--- config.mk ---
export PLATFORM = sky130hd
export DESIGN_NAME = serial_add_sub_flat
export DESIGN_NICKNAME = d
export VERILOG_FILES = /design/src/rtl/serial_add_sub_if.sv /design/src/rtl/serial_add_sub.sv /design/src/flat_wrapper.sv
export SDC_FILE = /design/constraint.sdc
export NUM_CORES = 1
export LEC_CHECK = 0
export BUFFER_PORTS_ARGS = -buffer_cell sky130_fd_sc_hd__buf_4
export CAP_MARGIN = 20
export CORE_MARGIN = 4
export CORE_UTILIZATION = 30
export CTS_BUF_LIST = sky130_fd_sc_hd__clkbuf_2
export DETAILED_ROUTE_END_ITERATION = 12
export SLEW_MARGIN = 40
export SYNTH_ARGS = -nofsm -noshare
export SYNTH_HDL_FRONTEND = slang
export SYNTH_SLANG_ARGS = --single-unit
--- constraint.sdc ---
create_clock -name clk -period 4.1 [get_ports clk]
set_clock_uncertainty 0.2 [all_clocks]
set_input_delay 0 -clock clk [delete_from_list [all_inputs] [get_ports clk]]
set_output_delay 0 -clock clk [all_outputs]
set_load 0.05 [all_outputs]
--- src/rtl/serial_add_sub_if.sv ---
// serial_add_sub_if
//   Handshake and operand/result bundle for the bit-serial adder/subtractor.
//   master : requester side; drives start, sub, a and b, and observes status and results.
//   slave  : arithmetic unit side; consumes the request and drives busy, done,
//            result, cout and overflow.
//   Signals:
//     start     request, honoured only while the unit is idle
//     sub       0: a+b, 1: a-b (captured together with start)
//     a, b      WIDTH-bit operands (captured together with start)
//     busy      high while operand bits are being processed
//     done      one-cycle pulse when result and flags have just been updated
//     result    WIDTH-bit sum or difference, held until the next completion
//     cout      final carry (subtract: 1 = no borrow)
//     overflow  signed overflow of the completed operation
interface serial_add_sub_if #(
    parameter int WIDTH = 8
);
    logic             start;
    logic             sub;
    logic [WIDTH-1:0] a;
    logic [WIDTH-1:0] b;
    logic             busy;
    logic             done;
    logic [WIDTH-1:0] result;
    logic             cout;
    logic             overflow;

    modport master (
        output start, sub, a, b,
        input  busy, done, result, cout, overflow
    );

    modport slave (
        input  start, sub, a, b,
        output busy, done, result, cout, overflow
    );
endinterface

--- src/rtl/serial_add_sub.sv ---
// serial_add_sub
//   Bit-serial adder/subtractor. A single full-adder cell plus a carry flip-flop
//   consumes one operand bit per clock, LSB first, so a WIDTH-bit operation takes
//   WIDTH processing cycles followed by one DONE cycle.
//   Subtraction is performed as a + ~b + 1: b is inverted on load and the carry
//   flip-flop is preset to 1.
//   Ports:
//     clk   rising-edge clock
//     rst   synchronous, active-high reset; clears state, outputs and all internal
//           registers, aborting any operation in flight without a done pulse
//     bus   serial_add_sub_if slave modport (start/sub/a/b in; busy/done/result/
//           cout/overflow out)
module serial_add_sub #(
    parameter int WIDTH = 8
) (
    input logic            clk,
    input logic            rst,
    serial_add_sub_if.slave bus
);
    localparam int            CW       = $clog2(WIDTH);
    localparam logic [CW-1:0] CNT_LAST = CW'(WIDTH - 1);
    localparam logic [CW-1:0] CNT_ONE  = CW'(1);

    typedef enum logic [1:0] {
        ST_IDLE = 2'b00,
        ST_RUN  = 2'b01,
        ST_DONE = 2'b10
    } state_t;

    state_t           state_r;
    state_t           state_next_s;

    logic [WIDTH-1:0] a_sh_r;
    logic [WIDTH-1:0] b_sh_r;
    logic [WIDTH-1:0] r_sh_r;
    logic             carry_r;
    logic [CW-1:0]    cnt_r;

    logic [WIDTH-1:0] result_r;
    logic             cout_r;
    logic             overflow_r;
    logic             busy_r;
    logic             done_r;

    logic             sum_s;
    logic             carry_next_s;
    logic             last_s;

    // Majority of three bits: carry-out of a full-adder cell.
    function automatic logic maj3(input logic x, input logic y, input logic z);
        return (x & y) | (x & z) | (y & z);
    endfunction

    // Full-adder cell on the current LSBs and detection of the final bit.
    always_comb begin
        sum_s        = a_sh_r[0] ^ b_sh_r[0] ^ carry_r;
        carry_next_s = maj3(a_sh_r[0], b_sh_r[0], carry_r);
        last_s       = (cnt_r == CNT_LAST);
    end

    // Next-state decode of the IDLE -> RUN -> DONE -> IDLE sequence.
    always_comb begin
        state_next_s = state_r;
        case (state_r)
            ST_IDLE: begin
                if (bus.start) begin
                    state_next_s = ST_RUN;
                end else begin
                    state_next_s = ST_IDLE;
                end
            end
            ST_RUN: begin
                if (last_s) begin
                    state_next_s = ST_DONE;
                end else begin
                    state_next_s = ST_RUN;
                end
            end
            ST_DONE: begin
                state_next_s = ST_IDLE;
            end
            default: begin
                state_next_s = ST_IDLE;
            end
        endcase
    end

    // State register.
    always_ff @(posedge clk) begin
        if (rst) begin
            state_r <= ST_IDLE;
        end else begin
            state_r <= state_next_s;
        end
    end

    // Status flags registered from the next state so they mirror the state register exactly.
    always_ff @(posedge clk) begin
        if (rst) begin
            busy_r <= 1'b0;
            done_r <= 1'b0;
        end else begin
            busy_r <= (state_next_s == ST_RUN);
            done_r <= (state_next_s == ST_DONE);
        end
    end

    // Operand capture, serial shifting and result/flag update on the final bit.
    always_ff @(posedge clk) begin
        if (rst) begin
            a_sh_r     <= {WIDTH{1'b0}};
            b_sh_r     <= {WIDTH{1'b0}};
            r_sh_r     <= {WIDTH{1'b0}};
            carry_r    <= 1'b0;
            cnt_r      <= {CW{1'b0}};
            result_r   <= {WIDTH{1'b0}};
            cout_r     <= 1'b0;
            overflow_r <= 1'b0;
        end else begin
            case (state_r)
                ST_IDLE: begin
                    if (bus.start) begin
                        a_sh_r  <= bus.a;
                        b_sh_r  <= bus.sub ? ~bus.b : bus.b;
                        carry_r <= bus.sub;
                        cnt_r   <= {CW{1'b0}};
                    end
                end
                ST_RUN: begin
                    a_sh_r  <= {1'b0, a_sh_r[WIDTH-1:1]};
                    b_sh_r  <= {1'b0, b_sh_r[WIDTH-1:1]};
                    r_sh_r  <= {sum_s, r_sh_r[WIDTH-1:1]};
                    carry_r <= carry_next_s;
                    if (last_s) begin
                        // carry_r is the carry into the MSB at this point.
                        result_r   <= {sum_s, r_sh_r[WIDTH-1:1]};
                        cout_r     <= carry_next_s;
                        overflow_r <= carry_r ^ carry_next_s;
                    end else begin
                        cnt_r <= cnt_r + CNT_ONE;
                    end
                end
                default: begin
                    // DONE: outputs hold; nothing to update.
                end
            endcase
        end
    end

    assign bus.busy     = busy_r;
    assign bus.done     = done_r;
    assign bus.result   = result_r;
    assign bus.cout     = cout_r;
    assign bus.overflow = overflow_r;
endmodule

--- src/flat_wrapper.sv ---
// flat-port wrapper written by rule: the top's interface ports become plain ports
module serial_add_sub_flat 
#(
    parameter int WIDTH = 8
)
  (clk, rst, bus_start, bus_sub, bus_a, bus_b, bus_busy, bus_done, bus_result, bus_cout, bus_overflow);
  serial_add_sub_if #(.WIDTH(WIDTH)) bus_i ();
  input logic clk;
  input logic rst;
  input wire logic [$bits(bus_i.start)-1:0] bus_start;
  input wire logic [$bits(bus_i.sub)-1:0] bus_sub;
  input wire logic [$bits(bus_i.a)-1:0] bus_a;
  input wire logic [$bits(bus_i.b)-1:0] bus_b;
  output wire logic [$bits(bus_i.busy)-1:0] bus_busy;
  output wire logic [$bits(bus_i.done)-1:0] bus_done;
  output wire logic [$bits(bus_i.result)-1:0] bus_result;
  output wire logic [$bits(bus_i.cout)-1:0] bus_cout;
  output wire logic [$bits(bus_i.overflow)-1:0] bus_overflow;
  assign bus_i.start = bus_start;
  assign bus_i.sub = bus_sub;
  assign bus_i.a = bus_a;
  assign bus_i.b = bus_b;
  assign bus_busy = bus_i.busy;
  assign bus_done = bus_i.done;
  assign bus_result = bus_i.result;
  assign bus_cout = bus_i.cout;
  assign bus_overflow = bus_i.overflow;
  serial_add_sub #(.WIDTH(WIDTH)) u_core (.clk(clk), .rst(rst), .bus(bus_i));
endmodule
# Word-level counts from Yosys, hierarchy flattened

Cells that the tools add are included.

Memory bits (read-only): 0
Memories: 0
Output and inout port bits: 12
Flip-flop bits (word level): 42
Logic and storage cells: 45
Input bits: 20
Memory bits (writable): 0
Bits in latches: 0

Multiply operators: 0
Bitwise operators: 9
Reductions and logical operators: 5
Magnitude comparators: 0
Mux-type cells: 13
Equal/unequal tests: 6
Add/subtract/negate cells: 1
Divide/modulo/power cells: 0
Shifts and indexed selects: 0

Operator list:

| kind                                                                  | count |
|---|---|
| 8-bit case mux with 2 select lines                                    | 2 |
| 8-bit two-way mux                                                     | 3 |
| 8-bit NOT                                                             | 1 |
| 3-bit two-way mux                                                     | 2 |
| 3-bit case mux with 2 select lines                                    | 1 |
| 2-bit by 1-bit equality test with 1-bit output, second input constant | 2 |
| 2-bit inequality test, second input constant                          | 2 |
| 2-bit case mux with 2 select lines                                    | 1 |
| 2-bit AND reduction                                                   | 2 |
| 3-bit by 1-bit adder with 3-bit output, second input constant         | 1 |
| 1-bit bitwise AND                                                     | 3 |
| 3-bit equality test, second input constant                            | 1 |
| 3-bit AND reduction                                                   | 1 |
| 1-bit XOR                                                             | 3 |
| 2-bit equality test, second input constant                            | 1 |
| 2-bit logical NOT                                                     | 1 |
| 1-bit two-way mux                                                     | 2 |
| 2-bit two-way mux                                                     | 1 |
| 1-bit bitwise OR                                                      | 2 |
| 1-bit case mux with 2 select lines                                    | 1 |
| 2-bit nonzero test                                                    | 1 |

# Logic depth before layout (Yosys ltp)

Gate-level depths: netlist of run 1.

Word-level depth: 4
Depth in mapped cells: 6
Mapped depth without buffers: 5

# Least setup slack after synthesis of run 1

OpenSTA, ideal clock, no wires.

Path kind: reg2reg
From: register u_core.cnt_r[0]
To: register u_core.cnt_r[2]
Arrival: 1.248 ns
Period minus slack after synthesis: 1.590 ns
Required time: 3.757 ns
Path buffers: 0
Setup time: 0.143 ns
Stages on the path, launching flop included: 6
Path slack: 2.510 ns
Cells stage by stage: dfxtp_1 ha_1 ha_1 or3b_1 nand3_1 a21oi_1

Word-level cells in the longest chain between the ends: 3
Elaborated cells on any way between the ends: 6
Classes of those cells: add/sub: 1; eq/ne: 2; mux: 2; reduce/logical: 1

Ends and longest elaborated chain:

| element                                                                              | line                                        | text |
|---|---|---|
| start, declared                                                                      | serial_add_sub.sv:37                        | `logic [CW-1:0] cnt_r;` |
| start signal, assigned                                                               | serial_add_sub.sv:115                       | `cnt_r <= {CW{1'b0}};` |
| start signal, assigned                                                               | serial_add_sub.sv:126                       | `cnt_r <= {CW{1'b0}};` |
| start signal, assigned                                                               | serial_add_sub.sv:140                       | `cnt_r <= cnt_r + CNT_ONE;` |
| 3-bit by 1-bit adder with 3-bit output / 3-bit equality test (equally long branches) | serial_add_sub.sv:140, serial_add_sub.sv:58 |  |
| 3-bit two-way mux / 2-bit inequality test (equally long branches)                    | n/a                                         |  |
| 3-bit case mux with 2 select lines / 3-bit AND reduction (equally long branches)     | n/a                                         |  |

Several ways; a longest one is shown, not always the timed one. The select of a mux whose other input is x is not followed.
A chain may end at the register's enable or synchronous reset.

# Worst setup path in the final report of run 1

From: register u_core.state_r[0]
To: register u_core.b_sh_r[7]

Word-level cells in the longest chain between the ends: 3
Elaborated cells on any way between the ends: 6
Classes of those cells: eq/ne: 2; mux: 1; reduce/logical: 3

Ends and longest elaborated chain:

| element                                                                                    | line                  | text |
|---|---|---|
| start, declared                                                                            | serial_add_sub.sv:30  | `state_t state_r;` |
| start signal, assigned                                                                     | serial_add_sub.sv:93  | `state_r <= state_next_s;` |
| 2-bit by 1-bit equality test with 1-bit output / 2-bit logical NOT (equally long branches) | serial_add_sub.sv:120 | `case (state_r)` |
| 2-bit nonzero test (no line) / 2-bit inequality test (equally long branches)               | n/a                   |  |
| 2-bit AND reduction (no line)                                                              | n/a                   |  |
| end signal, assigned                                                                       | serial_add_sub.sv:112 | `b_sh_r <= {WIDTH{1'b0}};` |
| end signal, assigned                                                                       | serial_add_sub.sv:124 | `b_sh_r <= bus.sub ? ~bus.b : bus.b;` |
| end signal, assigned                                                                       | serial_add_sub.sv:131 | `b_sh_r <= {1'b0, b_sh_r[WIDTH-1:1]};` |
| end, declared                                                                              | serial_add_sub.sv:34  | `logic [WIDTH-1:0] b_sh_r;` |

Several ways; a longest one is shown, not always the timed one.

==> results of run 1 <==
state kept, by name (all words and copies together) (netlist names):
register	cells
u_core.carry_r	1
u_core.a_sh_r	8
u_core.bus.result	8
u_core.bus.cout	1
u_core.bus.busy	1
u_core.state_r	2
u_core.r_sh_r	7
u_core.cnt_r	3
u_core.b_sh_r	8
u_core.bus.done	1
u_core.bus.overflow	1
area by class of cell:
cell class | instances | area, um^2 | share of cell area
well taps | 72 | 90.1 | 0.0351
clock buffers | 5 | 25.0 | 0.00974
clock inverters | 2 | 35.0 | 0.0136
repair buffers | 81 | 733 | 0.285
multi-input cells | 144 | 866 | 0.337
flip-flops and latches | 41 | 821 | 0.319
per-layer routing:
| metal | wire [um] | share of wire | vias to the layer above |
|---|---|---|---|
| met4 | 24 | 0.0063 | 0 |
| li1 | - | - | 828 |
| met5 | 0 | 0 | - |
| met2 | 1880 | 0.49 | 30 |
| met3 | 184 | 0.048 | 2 |
| met1 | 1740 | 0.45 | 723 |
synthesized netlist by cell type:
cell,n
fa_1,1
nor3_1,8
nor2_1,13
nand3_1,3
a21oi_2,8
xnor2_1,8
and2b_1,1
o22ai_1,7
nor3b_1,2
dfxtp_1,41
a21oi_1,21
a211oi_1,1
ha_1,2
a22oi_1,9
nand2_1,34
clkbuf_1,4
o21ba_2,1
nand2b_1,11
buf_6,3
buf_1,1
xor2_1,1
buf_2,6
o21bai_2,1
buf_4,1
nand3b_1,1
or3b_1,10
and3b_1,1
worst paths after layout:
kind                                      startpoint  slack [ps]              endpoint
worst max-delay path               u_core.state_r[0]        1310      u_core.b_sh_r[7]
worst min-delay path            u_core.bus.result[7]         280  u_core.bus.result[7]
worst max register to register     u_core.state_r[0]        1310      u_core.b_sh_r[7]
worst min register to register  u_core.bus.result[7]         280  u_core.bus.result[7]
power by group through the flow:
stage / registers [W] / logic (W) / clock network [W]
detailed placement: 0.000441 / 0.0000943 / 0
global placement: 0.000441 / 0.0000932 / 0
floorplan: 0.000438 / 0.0000717 / 0
global route: 0.000437 / 0.000161 / 0.000250
CTS: 0.000433 / 0.000144 / 0.000235
finish: 0.000434 / 0.000144 / 0.000227
what timing repair did:
item / 4_1_cts / 5_1_grt
gates resized for setup: 0 / 0
hold buffers: 50 / 0
hold endpoints to repair: 41 / 0
endpoints found under the setup margin: 0 / 0
critical path: cells and delay by family (launching register included):
kind / cells / cell delay (ps)
buf+inv: 2 / 1150
compound gates: 2 / 510
flops: 1 / 830
simple gates: 1 / 40
stage by stage:
stage | cell area [um^2] | hold slack, ps | power [W]
floorplan | 1780 | -39.5 | 0.000509
global placement | 2010 | 56.8 | 0.000534
detailed placement | 2010 | 69.4 | 0.000535
CTS | 2570 | 286 | 0.000813
global route | 2570 | 304 | 0.000848
finish | 2570 | 280 | 0.000805
kinds of logic (layout without fill, tap and decap cells):
family          count (synthesis)  count (layout)
buf+inv                        15              88
fa+ha+maj                       3               3
xor+xnor                        9               9
flops                          41              41
simple gates                   84              84
compound gates                 48              48
==> impl_metrics.env, run 1 <==
export IMPL_worst_pin_slew_ps=717
export IMPL_final_hold_violation_count=0
export IMPL_busiest_layer="met2"
export IMPL_end_kind="register"
export IMPL_outcome="finished clean"
export IMPL_synth_area_per_cell_um2=8.88
export IMPL_seqPwrFrac=0.539
export IMPL_layout_common_cells="dlygate4sd3_1, dfxtp_1, nand2_1, buf_4, a21oi_1"
export IMPL_area_growth_pct=44.6
export IMPL_synth_nets=223
export IMPL_critPathLaunchType="register"
export IMPL_power_internal_w=0.000606
export IMPL_ys_types=27
export IMPL_crit_required_ps=4220
export IMPL_antenna_cells=0
export IMPL_final_common_cell="dlygate4sd3_1"
export IMPL_yosys_area_share_simple=0.240
export IMPL_via_per_inst=4.59
export IMPL_fin_util=0.458
export IMPL_post_cts_buffers=0
export IMPL_max_cap_viol_count=0
export IMPL_grt_usage=0.116
export IMPL_worst_slack_ps=1310
export IMPL_drtAntennaViolNets=0
export IMPL_yosysSeqAreaShare=0.462
export IMPL_critPathKind="reg2reg"
export IMPL_ir_worst_vdd_uv=157
export IMPL_clkPwrFrac=0.283
export IMPL_cts_max_level=2
export IMPL_netlist_area_leader_share=0.462
export IMPL_port_buffer_count=31
export IMPL_drcViolationCount=0
export IMPL_layout_nets=296
export IMPL_drt_total_wl_um=3830
export IMPL_arrival_ps=2920
export IMPL_p_leak_nw=0.994
export IMPL_grtUsageMet2=0.204
export IMPL_grt_max_degree=43
export IMPL_synth_cells=200
export IMPL_tns_ps=0
export IMPL_crit_chain="o21bai_2, a22oi_1, dlygate4sd3_1, nor2_1, dlygate4sd3_1"
export IMPL_switching_share=0.248
export IMPL_clockRootBuffer="clkbuf_2"
export IMPL_n_fill_cell=564
export IMPL_pre_cts_ws_ps=2190
export IMPL_numCtsBuffers=5
export IMPL_dieArea_um2=7220
export IMPL_synth_top_family_by_area="simple AND/OR/NAND/NOR gates"
export IMPL_synth_compound_area_share=0.177
export IMPL_drive_above_1_share=0.176
export IMPL_start_util=0.317
export IMPL_fin_crit_ps=2790
export IMPL_crit_path_frequent_cell="dlygate4sd3_1"
export IMPL_drt_pass1_iterations=4
export IMPL_clock_sinks=41
export IMPL_synthXorXnorAreaFrac=0.0444
export IMPL_ios=32
export IMPL_rsz0062_at_grt="false"
export IMPL_yosysTopAreaCell="dfxtp_1"
export IMPL_fmax_ghz=0.358
export IMPL_fin_crit_sh=0.681
export IMPL_grt_util_met3=0.0388
export IMPL_critical_path_max_stage_delay_ps=830
export IMPL_ys_seq_elements=41
export IMPL_insertion_delay_ps=400
export IMPL_cp_slowest_cell="dfxtp_1"
export IMPL_p_per_area_nw_per_um2=313
export IMPL_hold_depth=2
export IMPL_r2r_cells=5
export IMPL_synthMuxAreaShare=0
export IMPL_die_w_um=85.0
export IMPL_die_y_um=85.0
export IMPL_path_clk_slew_ps=210
export IMPL_hpwl_um=2330
export IMPL_syn_cell_area_um2=1780
export IMPL_cts_tree="yes"
export IMPL_first_global_vias=1633
export IMPL_gr_total_overflow=0
export IMPL_num_vias=1583
export IMPL_power_frac_comb=0.179
export IMPL_num_rows=27
export IMPL_avgRoutedWirePerCell_um=11.1
export IMPL_hold_path_class="reg2reg"
export IMPL_netlist_top_cells_area="dfxtp_1, nand2_1, a21oi_1"
export IMPL_place_gp_congestion=0.726
export IMPL_switching_power_w=0.000199
export IMPL_report_final_slew_viol_count=0
export IMPL_yosys_warnings=0
export IMPL_grtUsageMet1=0.134
export IMPL_core_um2=5610
export IMPL_antenna_found_initial=0
export IMPL_critPathMaxFanout=26
export IMPL_synth_fa_ha_area_frac=0.0254
export IMPL_place_inst=288
export IMPL_finalNonFillerCells=345
export IMPL_drt_iter0_markers=93
export IMPL_cts_buffer_depth=2
export IMPL_maxSlewHeadroom=0.521
export IMPL_setup_viol=0
export IMPL_grt_pass1_wl_um=6990
Note: power is estimated with default switching activity, not from simulation.
==> inputs of run 2 (changes only) <==
- clock period: 4.1 -> 2.5 ns (I/O delays scaled with it)
==> run 2 against run 1 <==
Compared with the run above:
- setup slack got worse by 1100 ps
- flip-flop and latch count unchanged
- sequential power increased by 64%
- global-route usage about the same
- count of clock-buffer cells in the layout unchanged
- cell area decreased by 3.1%
==> impl_metrics.env, run 2 (synthesis gave the netlist of run 1 again) <==
export IMPL_outcome="finished clean"
export IMPL_layout_common_cells="dlygate4sd3_1, dfxtp_1, nand2_1, buf_4, a21oi_1"
export IMPL_fmax_ghz=0.432
export IMPL_finalNonFillerCells=337
export IMPL_p_per_area_nw_per_um2=524
export IMPL_fin_crit_sh=0.925
export IMPL_num_vias=1546
export IMPL_worst_pin_slew_ps=521
export IMPL_n_fill_cell=572
export IMPL_layout_nets=288
export IMPL_numCtsBuffers=5
export IMPL_die_y_um=85.0
export IMPL_place_inst=288
export IMPL_maxSlewHeadroom=0.652
export IMPL_report_final_slew_viol_count=0
export IMPL_grt_usage=0.117
export IMPL_start_util=0.317
export IMPL_cts_max_level=2
export IMPL_ir_worst_vdd_uv=302
export IMPL_antenna_found_initial=0
export IMPL_core_um2=5610
export IMPL_antenna_cells=0
export IMPL_fin_crit_ps=2310
export IMPL_p_leak_nw=0.948
export IMPL_via_per_inst=4.59
export IMPL_critical_path_top_delay_family="flip-flops"
export IMPL_drt_pass1_iterations=4
export IMPL_area_growth_pct=40.2
export IMPL_critical_path_max_stage_delay_ps=690
export IMPL_final_hold_violation_count=0
export IMPL_drive_above_1_share=0.185
export IMPL_gr_total_overflow=0
export IMPL_hpwl_um=2330
export IMPL_grt_pass1_wl_um=6960
export IMPL_crit_chain="and2b_1, a22oi_1, o22ai_1, dlygate4sd3_1"
export IMPL_ios=32
export IMPL_arrival_ps=2430
export IMPL_cts_tree="yes"
export IMPL_port_buffer_count=31
export IMPL_multi_input_area_um2=866
export IMPL_die_w_um=85.0
export IMPL_path_clk_slew_ps=200
export IMPL_num_rows=27
export IMPL_drt_iter0_markers=74
export IMPL_insertion_delay_ps=390
export IMPL_register_area_um2=822
export IMPL_drtAntennaViolNets=0
export IMPL_hold_path_class="reg2reg"
export IMPL_tns_ps=0
export IMPL_place_gp_congestion=0.727
export IMPL_cp_num_buf_inv=1
export IMPL_critPathKind="reg2reg"
export IMPL_clockRootBuffer="clkbuf_2"
export IMPL_critPathMaxFanout=18
export IMPL_cp_slowest_cell="dfxtp_1"
export IMPL_end_kind="register"
export IMPL_rsz0062_at_grt="false"
export IMPL_final_common_cell="dlygate4sd3_1"
export IMPL_drcViolationCount=0
export IMPL_max_cap_viol_count=0
export IMPL_grt_max_degree=43
export IMPL_dieArea_um2=7220
export IMPL_first_global_vias=1592
export IMPL_critPathLaunchType="register"
export IMPL_avgRoutedWirePerCell_um=11.3
export IMPL_clock_sinks=41
export IMPL_setup_viol=0
export IMPL_crit_required_ps=2620
export IMPL_drt_total_wl_um=3810
export IMPL_cts_buffer_depth=2
[run 2: cell count changes in the layout (fill, tap and decap cells not counted), sizes merged]
cell,before,now
dlygate4sd3,50,42
[run 2: area by class of cell]
type	instances	area share
Multi-Input combinational cell	144	0.348
Clock buffer	5	0.0100
Clock inverter	2	0.0141
Sequential cell	41	0.330
Timing Repair Buffer	73	0.262
Tap cell	72	0.0362
[run 2: what timing repair did]
| action | CTS | global route |
|---|---|---|
| hold endpoints to repair | 41 | 0 |
| buffers inserted | 0 | 0 |
| setup endpoints to repair | 0 | 7 |
| resized for setup | 0 | 1 |
| hold buffers | 42 | 0 |
[run 2: metal layers]
| layer | GRT usage | wire length, um |
|---|---|---|
| met1 | 0.135 | 1790 |
| met2 | 0.201 | 1780 |
| met3 | 0.0291 | 168 |
| met4 | 0.0547 | 70 |
| met5 | 0 | 0 |
[run 2: path summary, 6_finish.rpt]
check,startpoint,to,slack (ps),depth (start not counted)
worst max-delay path,u_core.state_r[1],u_core.b_sh_r[0],190,4
worst min-delay path,u_core.bus.result[7],u_core.bus.result[7],280,2
worst max register to register,u_core.state_r[1],u_core.b_sh_r[0],190,4
worst min register to register,u_core.bus.result[7],u_core.bus.result[7],280,2
[run 2: power by group]
group | switching, W | leakage (nW) | internal (W) | total [W]
Clock | 0.000209 | 0.0388 | 0.000163 | 0.000371
Combinational | 0.0000903 | 0.574 | 0.000132 | 0.000222
Sequential | 0.0000249 | 0.335 | 0.000686 | 0.000711
[run 2: worst min-delay path: stages, from the launching register on]
cell and delay [ps]:
dfxtp_1 360, nand2_1 50, a21oi_1 50
[run 2: stage by stage]
step / utilization / setup WS [ps] / total power [W] / hold slack (ps) / cell area, um^2
final: 0.444 / 187 / 0.00130 / 277 / 2490
after global routing: 0.444 / 48.6 / 0.00138 / 307 / 2490
after CTS: 0.444 / 44.0 / 0.00132 / 284 / 2490
after detailed placement: 0.358 / 606 / 0.000878 / 67.9 / 2010
after global placement: 0.358 / 606 / 0.000876 / 56.9 / 2010
after floorplan: - / 910 / 0.000835 / -39.5 / 1780
